==> src/rtl/piece_slide_animator.sv <==
// piece_slide_animator: slides a sprite square-to-square, one step per frame_tick
// Ports: vga_clk/reset (async, active-high); frame_tick (vblank pulse);
//   start + from/to col/row + capture_en (move request, taken when ready);
//   ready/busy (idle flag and its complement); offsetX/offsetY (unscaled sprite origin);
//   captured (sticky victim-hide flag); done (one-cycle completion pulse).
module piece_slide_animator #(
  parameter int SQ_SIZE = 60,
  parameter int STEP_PX = 4
) (
  input  logic       vga_clk,
  input  logic       reset,
  input  logic       frame_tick,
  input  logic       start,
  input  logic [2:0] from_col,
  input  logic [2:0] from_row,
  input  logic [2:0] to_col,
  input  logic [2:0] to_row,
  input  logic       capture_en,
  output logic       ready,
  output logic       busy,
  output logic [9:0] offsetX,
  output logic [9:0] offsetY,
  output logic       captured,
  output logic       done
);
  localparam logic [9:0] SQ   = 10'(SQ_SIZE);
  localparam logic [9:0] STEP = 10'(STEP_PX);
  typedef enum logic [1:0] {IDLE, MOVE, SETTLE} state_t;
  state_t     state, state_n;
  logic [9:0] tgt_x, tgt_y, tgt_x_n, tgt_y_n, off_x_n, off_y_n;
  logic       cap_en, cap_en_n, captured_n, done_n;
  // Direction comes from the unsigned compare; the step is clamped to the gap so it never overshoots.
  function automatic logic [9:0] step_to(input logic [9:0] cur, input logic [9:0] tgt);
    logic [9:0] gap;
    gap = (tgt > cur) ? tgt - cur : cur - tgt;
    gap = (gap > STEP) ? STEP : gap;
    return (tgt > cur) ? cur + gap : cur - gap;
  endfunction
  always_ff @(posedge vga_clk or posedge reset) begin
    if (reset) begin
      state    <= IDLE;
      offsetX  <= '0;
      offsetY  <= '0;
      tgt_x    <= '0;
      tgt_y    <= '0;
      cap_en   <= 1'b0;
      captured <= 1'b0;
      done     <= 1'b0;
    end else begin
      state    <= state_n;
      offsetX  <= off_x_n;
      offsetY  <= off_y_n;
      tgt_x    <= tgt_x_n;
      tgt_y    <= tgt_y_n;
      cap_en   <= cap_en_n;
      captured <= captured_n;
      done     <= done_n;
    end
  end
  always_comb begin
    state_n    = state;
    off_x_n    = offsetX;
    off_y_n    = offsetY;
    tgt_x_n    = tgt_x;
    tgt_y_n    = tgt_y;
    cap_en_n   = cap_en;
    captured_n = captured;
    done_n     = 1'b0;
    case (state)
      IDLE: if (start) begin
        state_n    = MOVE;
        off_x_n    = 10'(from_col) * SQ;
        off_y_n    = 10'(from_row) * SQ;
        tgt_x_n    = 10'(to_col) * SQ;
        tgt_y_n    = 10'(to_row) * SQ;
        cap_en_n   = capture_en;
        captured_n = 1'b0;
      end
      // Arrival is only recognised on a tick, so the final position shows for a full frame before captured rises.
      MOVE: if (frame_tick) begin
        if (offsetX == tgt_x && offsetY == tgt_y) begin
          state_n    = SETTLE;
          captured_n = cap_en;
        end else begin
          off_x_n = step_to(offsetX, tgt_x);
          off_y_n = step_to(offsetY, tgt_y);
        end
      end
      SETTLE: if (frame_tick) begin
        state_n = IDLE;
        done_n  = 1'b1;
      end
      default: state_n = IDLE;
    endcase
  end
  assign ready = (state == IDLE);
  assign busy  = ~ready;
endmodule

==> config.mk <==
export PLATFORM = sky130hd
export DESIGN_NAME = piece_slide_animator
export DESIGN_NICKNAME = d
export VERILOG_FILES = /design/src/rtl/piece_slide_animator.sv
export SDC_FILE = /design/constraint.sdc
export NUM_CORES = 1
export LEC_CHECK = 0
export CORE_AREA = 2 2 133 135
export CTS_CLUSTER_SIZE = 16
export DETAILED_ROUTE_END_ITERATION = 12
export DIE_AREA = 0 0 135 137
export GPL_ROUTABILITY_DRIVEN = 0
export HOLD_SLACK_MARGIN = 0.02
export SLEW_MARGIN = 40
export SYNTH_ARGS = -nofsm -noshare
export SYNTH_HDL_FRONTEND = slang
export SYNTH_SLANG_ARGS = --single-unit
==> constraint.sdc <==
create_clock -name vga_clk -period 5.8 [get_ports vga_clk]
set_clock_uncertainty 0.2 [all_clocks]
set_input_delay 1.16 -clock vga_clk [delete_from_list [all_inputs] [get_ports vga_clk]]
set_output_delay 1.16 -clock vga_clk [all_outputs]
set_load 0.1 [all_outputs]
Word-level counts from Yosys, hierarchy flattened
Index checks and enable logic that the tools add are counted.
Word-level totals
  bits in writable memories: 0
  bits in latches: 0
  memories: 0
  ROM bits: 0
  output and inout bits: 24
  bits in registers: 39
Operators by class
  shift-type cells: 0
  bitwise gates (word level): 1
  muxes and demuxes: 25
  add/sub/neg operators: 8
  multiply operators: 4
  eq/ne operators: 9
  magnitude comparators: 4
  reductions and logical operators: 7
  divide/modulo/power cells: 0
Operators with widths (count)
  10-bit 2-to-1 mux: 12
  10-bit one-hot mux with 2 select lines: 2
  3-bit by 4-bit multiplier with 7-bit output, second input constant: 4
  10-bit adder: 2
  10-bit by 9-bit == test with 1-bit output: 2
  10-bit by 3-bit greater-than comparator with 1-bit output, second input constant: 2
  9-bit by 10-bit greater-than comparator with 1-bit output: 2
  10-bit subtractor: 2
  10-bit by 9-bit subtractor with 10-bit output: 2
  9-bit by 10-bit subtractor with 10-bit output: 2
  4-bit AND reduction: 3
  2-bit inequality test, second input constant: 5
  2-bit 2-to-1 mux: 4
  2-bit one-hot mux with 3 select lines: 1
  1-bit 2-to-1 mux: 5
  2-bit by 1-bit == test with 1-bit output, second input constant: 1
  2-bit == test, second input constant: 1
  2-bit logical NOT: 1
  1-bit one-hot mux with 2 select lines: 1
  2-bit AND reduction: 1
  2-bit nonzero test: 1
  1-bit logical AND: 1
  1-bit NOT: 1

Longest topological paths before layout
  depth after elaboration: 9
  mapped depth: 25
  mapped depth without buffers: 25

Worst setup path after synthesis
OpenSTA, ideal clock, no wires.
  kind: register to register
  start point: register offsetX[2]
  end point: register offsetX[8]
  slack: 0.055 ns
  buffers on the path: 1
  library setup time: 0.083 ns
  period minus slack after synthesis: 5.745 ns
  arrival: 5.462 ns
  cell stages (with the launch flop): 23
  cells stage by stage: dfrtp_1 inv_1 ha_1 buf_6 nor3b_2 o21bai_1 and4_1 a211o_1 a2111oi_4 o2bb2ai_2 nand2_4 or2_2 ha_1 a32oi_1 fa_1 a21o_1 a21oi_1 o21ai_0 a2111oi_0 nor2_1 xnor2_1 a221o_1 o21ai_0
Between the ends
  longest elaborated chain between the ends: 9
  elaborated cells on any way between the ends: 16
  those cells by class: add/sub (4); order compare (2); eq/ne (2); mux (6); reduce/logical (2)
RTL lines
  start, declared: RTL line 21  | output logic [9:0] offsetX,
  start signal, assigned: RTL line 51  | offsetX <= off_x_n;
  10-bit by 9-bit subtractor with 10-bit output (tied with other cells): RTL line 35  | gap = (tgt > cur) ? tgt - cur : cur - tgt;
  10-bit 2-to-1 mux: RTL line 35
  10-bit by 3-bit greater-than comparator with 1-bit output: RTL line 36  | gap = (gap > STEP) ? STEP : gap;
  10-bit 2-to-1 mux: RTL line 36
  10-bit subtractor or 10-bit adder (tied branches): RTL line 37  | return (tgt > cur) ? cur + gap : cur - gap;
  10-bit 2-to-1 mux: RTL line 37
  10-bit 2-to-1 mux: RTL line 81  | if (offsetX == tgt_x && offsetY == tgt_y) begin
  10-bit 2-to-1 mux: RTL line 80  | MOVE: if (frame_tick) begin
  10-bit one-hot mux with 2 select lines: RTL line 69  | case (state)
Several ways; a longest one is shown, not always the timed one. The select of a mux whose other input is x is not followed.
A chain may end at the register's enable or synchronous reset.

Worst setup path after layout
Ends and elaborated chain as after synthesis.

==> results.txt <==
The worst setup path is captured at a flop. Setup slack closes at 0.315 ns. In this run the remaining antenna-violating nets after routing total 0.

The level count of the clock H-tree came out at 2. The synthesized flop and latch total is 39, and the number of top-level pins is 41. The run gives 0.613 as the worst slew slack as a fraction of its limit.

The final number of hold-violating endpoints is 0, and the pin count of the biggest net entering global routing is 40. Buffer type at the clock tree root: sky130_fd_sc_hd__clkbuf_16. The number of antenna violations at the first check in global routing was 0; the data required time at the worst endpoint was 5.81 ns. The fraction of the yosys area taken by sequential cells is 0.194, and the minimum clock period is 5.48 ns. No sink is reached through more buffers than the 2 on the longest clock path. The run finished with clean final reports. The die span in y is 137 um, and the layout overhead on the synthesized area is 14.7%. TritonCTS built the clock tree.

The width of the chip works out to 135 um. The share of layout cells above drive strength 1 was 0.108. The maximum fanout along the worst path works out to 5.

In the layout the commonest cells are 72 x sky130_fd_sc_hd__inv_1, 72 x sky130_fd_sc_hd__ha_1, 50 x sky130_fd_sc_hd__o21ai_0. Arrival time at the worst endpoint: 5.50 ns. For this block, the initial DRC count from the detailed router was 279.

Row generation in the floorplan step produced 48 rows. The total wire length is 12.7 mm, and the pre-CTS setup slack is 0.175 ns. The tool flagged a number of max-cap violations equal to 0. The worst setup path is launched from a flop. The final layout contains 754 nets. The final cycle utilization of the critical path was 0.946; the area enclosed by the die boundary was 0.0185 sq mm. At the pin with the least slew margin, the transition time is 0.578 ns.

The count of cells along the worst hold path is 1, and the remaining routing DRC violations is 0. The share of synthesized flip-flops with an asynchronous set or reset is 1.00, and the distinct cell type count of the synthesized netlist is 71. Each instance of the synthesized netlist takes up on average 8.31 sq um.

Setup violations remaining at the end of the flow were counted as 0. The first TritonRoute pass finished after 4 iterations. The tools report the achievable clock frequency as 0.182 GHz. Clock-pin slew was measured on the worst setup and hold paths at 0.07 ns. CTS saw 39 sinks. 0 antenna diodes ended up in the layout. At the later pin of the worst-skew pair, clock insertion delay measures 0.29 ns. The overall routing resource usage was 0.141; the total count of max-transition violations in the final report was 0.

Summed over all layers, the global routing overflow is 0. The worst setup path is of the flop to flop kind. The placed wire-length estimate is 10.1 mm. The worst hold path belongs to the class flop to flop. After technology mapping, the gate count stands at 606. Yosys printed 0 warnings.

The number of enable-type register cells in the synthesized netlist is 0, and the via count of the first global-routing pass is 4221. The logs give 5 for the number of buffers created by CTS and 0.295 for the starting density of the core. After detailed routing, the average wire length per cell comes to 14.5 um. The post-detailed-route via-to-cell ratio is 5.04. The first global-routing pass estimated 21.1 mm of wire. After synthesis the cells add up to 0.00504 sq mm. The number of cells on the worst reg-to-reg path is 24. Across all layers, the routed design uses 4398 vias.

Buffers placed on the I/O ports in this run total 40. The tools report the area of the core as 0.0171 sq mm. The primary flip-flop cell chosen by synthesis mapping was sky130_fd_sc_hd__dfrtp_1.
## cells in the mapped netlist (9+ instances only)
library cell	instances	area [sq um]
sky130_fd_sc_hd__a21o_1	14	105
sky130_fd_sc_hd__nor2b_1	15	93.8
sky130_fd_sc_hd__a211oi_1	9	67.6
sky130_fd_sc_hd__nand2_1	41	154
sky130_fd_sc_hd__dfrtp_1	39	976
sky130_fd_sc_hd__ha_1	74	926
sky130_fd_sc_hd__o21ai_0	52	260
sky130_fd_sc_hd__xor2_1	11	96.3
sky130_fd_sc_hd__o21a_1	11	82.6
sky130_fd_sc_hd__a21oi_1	37	185
sky130_fd_sc_hd__clkbuf_1	13	48.8
sky130_fd_sc_hd__nor3_1	10	50.1
sky130_fd_sc_hd__fa_1	16	320
sky130_fd_sc_hd__xnor2_1	21	184
sky130_fd_sc_hd__nor2_1	42	158
sky130_fd_sc_hd__inv_1	73	274
## cell type report
cell class	instances	area, sq um
fill	1825	11300
multi-input combinational	477	3740
sequential	39	976
timing repair buffer	51	363
tap	225	282
inverter	73	274
clock buffer	6	129
clock inverter	2	12.5
## kinds of logic (layout without fill, tap and decap cells)
logic type / after synthesis / count (layout) / synth area share
compound gates: 188 / 188 / 0.256
fa+ha+maj: 90 / 90 / 0.247
other cells: 1 / 2 / 0.000744
buf+inv: 91 / 132 / 0.0703
simple gates: 155 / 155 / 0.155
xor+xnor: 32 / 32 / 0.0556
mux: 10 / 10 / 0.0214
flops: 39 / 39 / 0.194
## critical path, stage by stage, from the launching register on
cell and delay, ns:
sky130_fd_sc_hd__dfrtp_1 0.40, sky130_fd_sc_hd__inv_1 0.15, sky130_fd_sc_hd__ha_1 0.20, sky130_fd_sc_hd__inv_1 0.06
sky130_fd_sc_hd__fa_1 0.43, sky130_fd_sc_hd__a21oi_1 0.20, sky130_fd_sc_hd__nand3_1 0.10, sky130_fd_sc_hd__mux2_2 0.27
sky130_fd_sc_hd__o22ai_1 0.16, sky130_fd_sc_hd__nand4_1 0.19, sky130_fd_sc_hd__o2bb2ai_4 0.25, sky130_fd_sc_hd__nand2_4 0.08
sky130_fd_sc_hd__or2_2 0.30, sky130_fd_sc_hd__ha_1 0.23, sky130_fd_sc_hd__xnor2_1 0.17, sky130_fd_sc_hd__o21ai_1 0.10
sky130_fd_sc_hd__ha_1 0.33, sky130_fd_sc_hd__a21o_1 0.19, sky130_fd_sc_hd__a21oi_1 0.22, sky130_fd_sc_hd__o21ai_0 0.15
sky130_fd_sc_hd__a2111oi_1 0.37, sky130_fd_sc_hd__nor2_1 0.12, sky130_fd_sc_hd__xnor2_1 0.14, sky130_fd_sc_hd__a221o_1 0.34
sky130_fd_sc_hd__o21ai_0 0.07
## per-layer routing
metal  track usage  vias up  wire, um
li1              -     2222         -
met1         0.191     2091      6030
met2         0.243       76      6040
met3        0.0189        9       501
met4        0.0226        0       108
met5             0        -         0
## sequential cells by signal, indices dropped and copies added (netlist names)
signal / cells
state: 2
offsetY: 10
cap_en: 1
done: 1
tgt_y: 7
offsetX: 10
tgt_x: 7
captured: 1
## what timing repair did
item                                    CTS  global route
buffers inserted                          0             1
gates resized for setup                   0             8
hold buffers                              0             0
endpoints found under the setup margin    0             2
## per-stage QoR
stage	area, sq um	setup TNS [ns]	hold slack [ns]	std cells	utilization
3_3_place_gp	5720	0	0.281	864	0.335
4_1_cts	5740	0	0.299	872	0.337
3_5_place_dp	5600	0	0.292	864	0.328
6_report	5780	0	0.308	873	0.339
5_1_grt	5780	-0.120	0.359	873	0.339
2_1_floorplan	5040	0	0.256	607	-
## final timing paths
check	endpoint	from	slack, ns
worst min register to register	state[0]	state[1]	0.31
worst max register to register	offsetX[8]	offsetX[2]	0.32
min in group asynchronous	tgt_x[6]	reset	1.12
worst min-delay path	state[0]	state[1]	0.31
max in group asynchronous	offsetY[8]	reset	3.90
worst max-delay path	offsetX[8]	offsetX[2]	0.32
Power is left out: the tool's default activity adds up to more than one toggle a clock period on the data nets, which glitch-free logic cannot reach.
